[src/rtl/listc1r3_pkg.sv]
`default_nettype none
// ============================================================================
// Module  : listc1r3_pkg
// Brief   : Shared constants and state encoding for the 3x3 matrix
//           accumulator that follows the outer-product multiplier.
// Revision: 1.0 - initial release
// ============================================================================
package listc1r3_pkg;

  localparam int DEF_DATA_W = 64;
  localparam int DEF_COL_W  = 8;

  // Nine elements of a 3x3 matrix, row-major.
  localparam int N_ELEM = 9;

  // Edges ignored after a take: upstream drops valid one cycle after it sees accept.
  localparam logic [1:0] HOLDOFF = 2'd2;

  typedef enum logic [1:0] {
    IDLE = 2'd0,
    ACC  = 2'd1,
    FIN  = 2'd2
  } state_e;

endpackage : listc1r3_pkg
`default_nettype wire

[src/rtl/listc1r3_acc_lane.sv]
`default_nettype none
// ============================================================================
// Module  : listc1r3_acc_lane
// Brief   : One wrapping two's-complement accumulator element with
//           synchronous clear and add-enable.
// Revision: 1.0 - initial release
// ============================================================================
module listc1r3_acc_lane
  import listc1r3_pkg::*;
#(
  parameter int DATA_W = DEF_DATA_W
) (
  input  logic              clk,
  input  logic              rst,
  input  logic              clr_i,
  input  logic              add_i,
  input  logic [DATA_W-1:0] data_i,
  output logic [DATA_W-1:0] acc_o
);

  logic [DATA_W-1:0] acc_q;

  // Accumulate modulo 2^DATA_W; clear takes priority over add.
  always_ff @(posedge clk) begin
    if (rst) begin
      acc_q <= '0;
    end else if (clr_i) begin
      acc_q <= '0;
    end else if (add_i) begin
      acc_q <= acc_q + data_i;
    end
  end

  assign acc_o = acc_q;

endmodule : listc1r3_acc_lane
`default_nettype wire

[src/rtl/listc1r3_matacc.sv]
`default_nettype none
// ============================================================================
// Module  : listc1r3_matacc
// Brief   : Accumulates NCOLS 3x3 partial products into C = sum a_k*b_k^T.
//           Upstream valid/accept with a 2-edge holdoff after each take,
//           downstream start/valid/accept, sticky column-order error.
// Revision: 1.0 - initial release
// ============================================================================
module listc1r3_matacc
  import listc1r3_pkg::*;
#(
  parameter int DATA_W = DEF_DATA_W,
  parameter int COL_W  = DEF_COL_W
) (
  input  logic                     clk,
  input  logic                     rst,
  input  logic                     matacc_start,
  input  logic [COL_W-1:0]         matacc_ncols,
  input  logic                     matacc_in_valid,
  output logic                     matacc_in_accept,
  input  logic [COL_W-1:0]         matacc_in_col,
  input  logic signed [DATA_W-1:0] matacc_in_c0,
  input  logic signed [DATA_W-1:0] matacc_in_c1,
  input  logic signed [DATA_W-1:0] matacc_in_c2,
  input  logic signed [DATA_W-1:0] matacc_in_c3,
  input  logic signed [DATA_W-1:0] matacc_in_c4,
  input  logic signed [DATA_W-1:0] matacc_in_c5,
  input  logic signed [DATA_W-1:0] matacc_in_c6,
  input  logic signed [DATA_W-1:0] matacc_in_c7,
  input  logic signed [DATA_W-1:0] matacc_in_c8,
  output logic                     matacc_valid,
  input  logic                     matacc_accept,
  output logic signed [DATA_W-1:0] matacc_out_c0,
  output logic signed [DATA_W-1:0] matacc_out_c1,
  output logic signed [DATA_W-1:0] matacc_out_c2,
  output logic signed [DATA_W-1:0] matacc_out_c3,
  output logic signed [DATA_W-1:0] matacc_out_c4,
  output logic signed [DATA_W-1:0] matacc_out_c5,
  output logic signed [DATA_W-1:0] matacc_out_c6,
  output logic signed [DATA_W-1:0] matacc_out_c7,
  output logic signed [DATA_W-1:0] matacc_out_c8,
  output logic                     matacc_err
);

  localparam logic [COL_W-1:0] C_COL_ONE = {{(COL_W-1){1'b0}}, 1'b1};

  state_e           state_q;
  logic [COL_W-1:0] count_q;
  logic [COL_W-1:0] ncols_q;
  logic [1:0]       holdoff_q;
  logic             err_q;
  logic             in_accept_q;
  logic             valid_q;

  logic             w_take;
  logic             w_clr;
  logic [COL_W-1:0] w_count_inc;

  logic [DATA_W-1:0] w_in  [N_ELEM];
  logic [DATA_W-1:0] w_acc [N_ELEM];

  assign w_in[0] = matacc_in_c0;
  assign w_in[1] = matacc_in_c1;
  assign w_in[2] = matacc_in_c2;
  assign w_in[3] = matacc_in_c3;
  assign w_in[4] = matacc_in_c4;
  assign w_in[5] = matacc_in_c5;
  assign w_in[6] = matacc_in_c6;
  assign w_in[7] = matacc_in_c7;
  assign w_in[8] = matacc_in_c8;

  // A partial is consumed only in ACC once the post-take holdoff has expired.
  assign w_take      = (state_q == ACC) && matacc_in_valid && (holdoff_q == 2'd0);
  assign w_clr       = (state_q == IDLE) && matacc_start;
  assign w_count_inc = count_q + C_COL_ONE;

  // Nine independent accumulator elements sharing clear and add-enable.
  for (genvar gi = 0; gi < N_ELEM; gi++) begin : g_lane
    listc1r3_acc_lane #(
      .DATA_W (DATA_W)
    ) u_lane (
      .clk    (clk),
      .rst    (rst),
      .clr_i  (w_clr),
      .add_i  (w_take),
      .data_i (w_in[gi]),
      .acc_o  (w_acc[gi])
    );
  end

  assign matacc_out_c0 = w_acc[0];
  assign matacc_out_c1 = w_acc[1];
  assign matacc_out_c2 = w_acc[2];
  assign matacc_out_c3 = w_acc[3];
  assign matacc_out_c4 = w_acc[4];
  assign matacc_out_c5 = w_acc[5];
  assign matacc_out_c6 = w_acc[6];
  assign matacc_out_c7 = w_acc[7];
  assign matacc_out_c8 = w_acc[8];

  // Control FSM with column counter, holdoff, error flag and registered handshakes.
  always_ff @(posedge clk) begin
    if (rst) begin
      state_q     <= IDLE;
      count_q     <= '0;
      ncols_q     <= '0;
      holdoff_q   <= 2'd0;
      err_q       <= 1'b0;
      in_accept_q <= 1'b0;
      valid_q     <= 1'b0;
    end else begin
      in_accept_q <= w_take;
      case (state_q)
        IDLE: begin
          if (matacc_start) begin
            count_q   <= '0;
            err_q     <= 1'b0;
            ncols_q   <= matacc_ncols;
            holdoff_q <= 2'd0;
            if (matacc_ncols == '0) begin
              // Empty job: the cleared accumulators are the result.
              state_q <= FIN;
              valid_q <= 1'b1;
            end else begin
              state_q <= ACC;
            end
          end
        end
        ACC: begin
          if (w_take) begin
            count_q   <= w_count_inc;
            holdoff_q <= HOLDOFF;
            // Out-of-order column is flagged but still accumulated.
            if (matacc_in_col != count_q) begin
              err_q <= 1'b1;
            end
            if (w_count_inc == ncols_q) begin
              state_q <= FIN;
              valid_q <= 1'b1;
            end
          end else if (holdoff_q != 2'd0) begin
            holdoff_q <= holdoff_q - 2'd1;
          end
        end
        FIN: begin
          if (matacc_accept) begin
            state_q <= IDLE;
            valid_q <= 1'b0;
          end
        end
        default: begin
          state_q <= IDLE;
          valid_q <= 1'b0;
        end
      endcase
    end
  end

  assign matacc_in_accept = in_accept_q;
  assign matacc_valid     = valid_q;
  assign matacc_err       = err_q;

endmodule : listc1r3_matacc
`default_nettype wire
[config.mk]
export PLATFORM = sky130hd
export DESIGN_NAME = listc1r3_matacc
export DESIGN_NICKNAME = d
export VERILOG_FILES = /design/src/rtl/listc1r3_pkg.sv /design/src/rtl/listc1r3_acc_lane.sv /design/src/rtl/listc1r3_matacc.sv
export SDC_FILE = /design/constraint.sdc
export NUM_CORES = 2
export LEC_CHECK = 0
export ABC_AREA = 1
export CAP_MARGIN = 10
export CORE_ASPECT_RATIO = 0.7
export CORE_UTILIZATION = 30
export CTS_BUF_LIST = sky130_fd_sc_hd__clkbuf_4 sky130_fd_sc_hd__clkbuf_8
export DETAILED_ROUTE_END_ITERATION = 7
export HOLD_SLACK_MARGIN = 0.08
export PLACE_DENSITY = 0.47
export SKIP_CTS_REPAIR_TIMING = 1
export SYNTH_ARGS = -nofsm -noshare
export SYNTH_HDL_FRONTEND = slang
export SYNTH_HIERARCHICAL = 1
export SYNTH_SLANG_ARGS = --single-unit
[constraint.sdc]
create_clock -name clk -period 5.75 [get_ports clk]
set_input_delay 0.575 -clock clk [delete_from_list [all_inputs] [get_ports clk]]
set_output_delay 0.575 -clock clk [all_outputs]
set_load 0.005 [all_outputs]
# --- Yosys cells after proc, flatten, opt, wreduce, memory -nomap -nowiden ---
# Index checks and enable logic that the tools add are counted.
word_totals:
  ff_bits: 599
  input_bits: 597
  wordCells: 76
classes:
  n_addsub: 11
  eq_ne: 11
  muxes: 23
  n_reduce_logical: 15
op_table:
  columns: ["op", "n"]
  rows:
  - ["$add 64x64->64", 9]
  - ["$mux 2", 8]
  - ["$mux 8", 2]
  - ["$pmux 8 s2", 1]
  - ["$add 8x1->8 const B", 1]
  - ["$eq 8x8->1", 1]
  - ["$logic_not 8->1", 1]
  - ["$mux 1", 8]
  - ["$ne 2x1->1 const B", 4]
  - ["$ne 8x8->1", 1]
  - ["$reduce_and 4->1", 2]
  - ["$pmux 2 s3", 1]
  - ["$reduce_and 3->1", 2]
  - ["$reduce_and 5->1", 1]
  - ["$logic_not 2->1", 2]
  - ["$ne 2x2->1 const B", 2]
  - ["$pmux 2 s2", 1]
  - ["$reduce_bool 2->1", 2]
  - ["$logic_and 1x1->1", 3]
  - ["$ne 3x1->1 const B", 1]
  - ["$pmux 1 s3", 1]
  - ["$eq 2x1->1 const B", 1]
  - ["$eq 2x2->1 const B", 1]
  - ["$pmux 1 s2", 1]
  - ["3 further kinds", 3]

# --- Longest topological paths before layout ---
logic_depth:
  word_depth: 5
  depth_mapped: 17
  mapped_depth_nobuf: 17

# --- Modules after synthesis ---
# The synthesis kept the hierarchy.
by_module_without_submodules:
  columns: ["module", "instances", "cells_each", "area_per_inst_um2", "seq_area_each_um2"]
  rows:
  - ["listc1r3_acc_lane (g_lane[4].u_lane ...)", 5, 1636, 8296.7, 1281.2]
  - ["listc1r3_acc_lane (g_lane[0].u_lane ...)", 4, 1642, 8324.2, 1281.2]
  - ["listc1r3_matacc", 1, 196, 1365.1, 460.4]

# --- Least setup slack after synthesis ---
# Ideal clock, no wire load.
synth_timing:
  path_kind: "input-to-reg"
  start: "input matacc_in_c4[0]"
  end: "register g_lane[4].u_lane.acc_q[40]"
  setup_ps: 113
  t_arrival_ps: 2123
  path_slack_ps: 3514
  path_stages: 14
  path_buffers: 0
  cell_sequence: "ha_1 > fa_1 > nand3_1 > nand3_1 > nand2_1 > nand2_1 > nand2_1 > nand3_2 > nand2_1 > nand2_1 > nand2_1 > nand2_1 > o21ai_1 > inv_1"
synth_between:
  elab_chain_cells: 1
synth_rtl:
  columns: ["element", "line", "source"]
  rows:
  - ["from (decl)", "listc1r3_matacc.sv:26", "input logic signed [DATA_W-1:0] matacc_in_c4,"]
  - ["$add 64x64->64", "listc1r3_acc_lane.sv:30", "acc_q <= acc_q + data_i;"]
  - ["to (signal assigned)", "listc1r3_acc_lane.sv:30", null]
  - ["to (decl)", "listc1r3_acc_lane.sv:21", "logic [DATA_W-1:0] acc_q;"]
# Every way passes these cells.
# A chain may end at the register's enable or synchronous reset.

# --- Final worst setup path ---
layout_timing:
  start: "register state_q[1]"
  end: "register g_lane[6].u_lane.acc_q[31]"
layout_between:
  elab_chain_cells: 3
  word_cells_on_any_way: 6
  classes_between: "eq/ne (1); reduce/logical (5)"
layout_rtl:
  columns: ["element", "line", "source"]
  rows:
  - ["from (decl)", "listc1r3_matacc.sv:47", "state_e state_q;"]
  - ["from (signal assigned)", "listc1r3_matacc.sv:104", "state_q <= IDLE;"]
  - ["from (signal assigned)", "listc1r3_matacc.sv:122", "state_q <= FIN;"]
  - ["from (signal assigned)", "listc1r3_matacc.sv:125", "state_q <= ACC;"]
  - ["$logic_not 2->1", "listc1r3_matacc.sv:74", "assign w_clr = (state_q == IDLE) && matacc_start;"]
  - ["$logic_and 1x1->1", "listc1r3_matacc.sv:74", null]
  - ["named net w_clr", "listc1r3_matacc.sv:56", "logic w_clr;"]
  - ["$reduce_or 2->1 (no source line)", null, null]
  - ["to (signal assigned)", "listc1r3_acc_lane.sv:30", null]
  - ["to (decl)", "listc1r3_acc_lane.sv:21", null]
# The timed path passes the listed nets, and every way through them passes these cells.

==> metrics.cfg <==
[outcome]
outcome = completed

[final_layout]
layout.cells.non_filler = 19600
register_area_um2 = 12000
drive_gt1_frac = 0.0367
nets = 17300
n_fill_cell = 29100
finalInstanceArea_um2 = 94900
final_cell_mix = 5559 x nand2_1, 3544 x inv_1, 2116 x nor2_1, 1174 x clkdlybuf4s50_1, 659 x nand3_1
syn_to_final_growth_pct = 24.6
layout_commonest_cell = nand2_1
multi_input_area_um2 = 50000

[job]
cap_violations = 0

[synthesis]
synth_top_cell_by_area = nand2_1
ys_top_cells_by_area = nand2_1 27%, inv_1 17%, dfxtp_1 16%, nor2_1 10%, ha_1 9.3%
synthCells = 14900
avgSynthCellArea_um2 = 5.10
ys_seq_area_frac = 0.157
synthesis.nets = 16100
ys_ff_latch = 599
synth_cell_type_count = 39
yosys_warnings = 6
syn_area_um2 = 76100
synth_top_area_frac = 0.274

[global_routing]
gr-total-overflow = 0
grt_pass1_wl_mm = 537
first_global_vias = 80400
grt_start_max_net_pins = 119
antenna_found_initial = 99
grt_use_total = 0.280

[floorplanning]
fp-row-count = 154
core_um2 = 252000
die-area_um2 = 256000
ios = 1176
start_util = 0.302
die_y_um = 424
die_x_um = 604

[cts]
cts.clk_slew.worst_paths_ps = 60
clk_latency_ps = 910
clockBufferDepth = 4
h-tree-depth = 4
cts_root_buffer = clkbuf_8
cts_tree = yes
cts_buffers = 144
clkSinkCount = 599

[sta]
tightest_slew_ps = 1230
clock_skew_ps = 64.2
period_minus_slack_ps = 3030
final_max_slew_viol_count = 0
setup_viol = 0
setup_tns_ps = 0
fin_crit_sh = 0.526
relSlewSlack = 0.182
rsz0062_at_grt = no
hold_viol_final = 0
fmax_ghz = 0.330

[critical_path]
cp_max_fo = 40
cp-end-kind = flop
critPathRequiredTime_ps = 6540
path_class = reg2reg
critPathLaunchType = flop
r2r_slack_ps = 2720
crit_arrival_ps = 3820

[route]
postRouteAntennaNets = 0
routedWlPerCell_um = 18.9
drt_wl_total_mm = 372
via_count = 88300
first_iter_violations = 7836
via_per_inst = 4.50
drc = 0
drt_pass1_iterations = 6

[placement]
hpwl_mm = 315
place_inst = 19300
port_buffers = 1175
gp_congestion = 0.985
dpl_cell_area_um2 = 91600

[power_and_ir_drop]
leakage_nw = 56.3
power.density_nw_per_um2 = 191
ir_drop_mv = 0.144

[worst_hold_path]
hold_class = in2reg

per-stage QoR:
| stage | util | power [mW] | setup slack, ps | hold slack (ps) |
|---|---|---|---|---|
| global placement | 0.364 | 12.3 | 2290 | 455 |
| finish | 0.377 | 18.2 | 2720 | 236 |
| detailed placement | 0.364 | 12.3 | 2240 | 458 |
| global route | 0.376 | 19.4 | 2620 | 173 |
| floorplan | - | 9.18 | 3510 | 433 |
| CTS | 0.376 | 18.4 | 2760 | 135 |
layout make-up:
| cell class | instances | area share |
|---|---|---|
| well taps | 3354 | 0.0442 |
| multi-input cells | 10600 | 0.527 |
| repair buffers | 1205 | 0.127 |
| inverters | 3573 | 0.141 |
| flip-flops and latches | 599 | 0.126 |
| clock buffers | 218 | 0.0291 |
| diodes | 64 | 0.00169 |
| clock inverters | 26 | 0.00303 |
kinds of logic after synthesis:
group	Yosys count	synth area share
compound gates	883	0.0599
fa+ha+maj	578	0.0959
simple gates	8832	0.468
xor+xnor	287	0.0330
buf+inv	3765	0.186
flops	599	0.157
final timing paths:
path / from / endpoint / depth (start not counted)
worst min-delay path: rst / state_q[1]$_SDFFE_PP0P_ / 3
worst min register to register: holdoff_q[1]$_SDFFE_PP0P_ / holdoff_q[1]$_SDFFE_PP0P_ / 2
worst max register to register: state_q[1]$_SDFFE_PP0P_ / g_lane[6].u_lane/acc_o[31]$_SDFFE_PP0P_ / 8
worst max-delay path: state_q[1]$_SDFFE_PP0P_ / g_lane[6].u_lane/acc_o[31]$_SDFFE_PP0P_ / 8
synthesized netlist by cell type:
master	instances
o31ai_1	1
nand2_4	1
a21o_1	9
nor3_2	64
and2_1	4
inv_2	25
xor2_1	265
a211oi_1	1
o21ai_1	65
or2_1	4
buf_1	32
clkbuf_1	146
a21oi_1	437
nand2_2	95
nor2_2	57
nor3b_4	1
or2_2	10
nand3_2	46
inv_1	3544
nor2_1	2117
nor3_1	96
nand3_1	659
nand4_1	97
and2_4	1
buf_2	14
fa_1	9
nand2_1	5559
a21oi_2	2
nor4_2	9
nor4_1	3
o21ai_0	325
xnor2_1	22
ha_1	569
nor2_4	7
dfxtp_1	599
nand3b_1	2
clkinv_1	4
a32o_1	1
o21bai_1	42
power breakdown:
part / internal (mW) / leakage [nW] / switching, mW
clock network: 3.32 / 1.62 / 2.53
logic: 2.67 / 49.8 / 4.81
registers: 4.47 / 4.86 / 0.348
total: 10.5 / 56.3 / 7.69
critical path, stage by stage (launching register included):
cell	delay [ps]
dfxtp_1	350
nor2_1	200
inv_1	100
nor2_4	550
or2_2	960
buf_4	470
nor2_1	70
o21ai_0	90
inv_1	50
sequential cells by signal, summed over array words and instances, names as in the netlist:
name,cells
state_q,2
g_lane.u_lane/acc_o,576
matacc_err,1
count_q,8
matacc_valid,1
matacc_in_accept,1
ncols_q,8
holdoff_q,2
layer usage:
| metal | GRT usage | wire length [um] | up-vias |
|---|---|---|---|
| met2 | 0.423 | 155000 | 2644 |
| met5 | 0 | 26 | - |
| met4 | 0.135 | 19400 | 4 |
| met1 | 0.392 | 175000 | 38600 |
| met3 | 0.0349 | 22100 | 576 |
| li1 | - | - | 46500 |
Power figures use the tool's default switching activity.
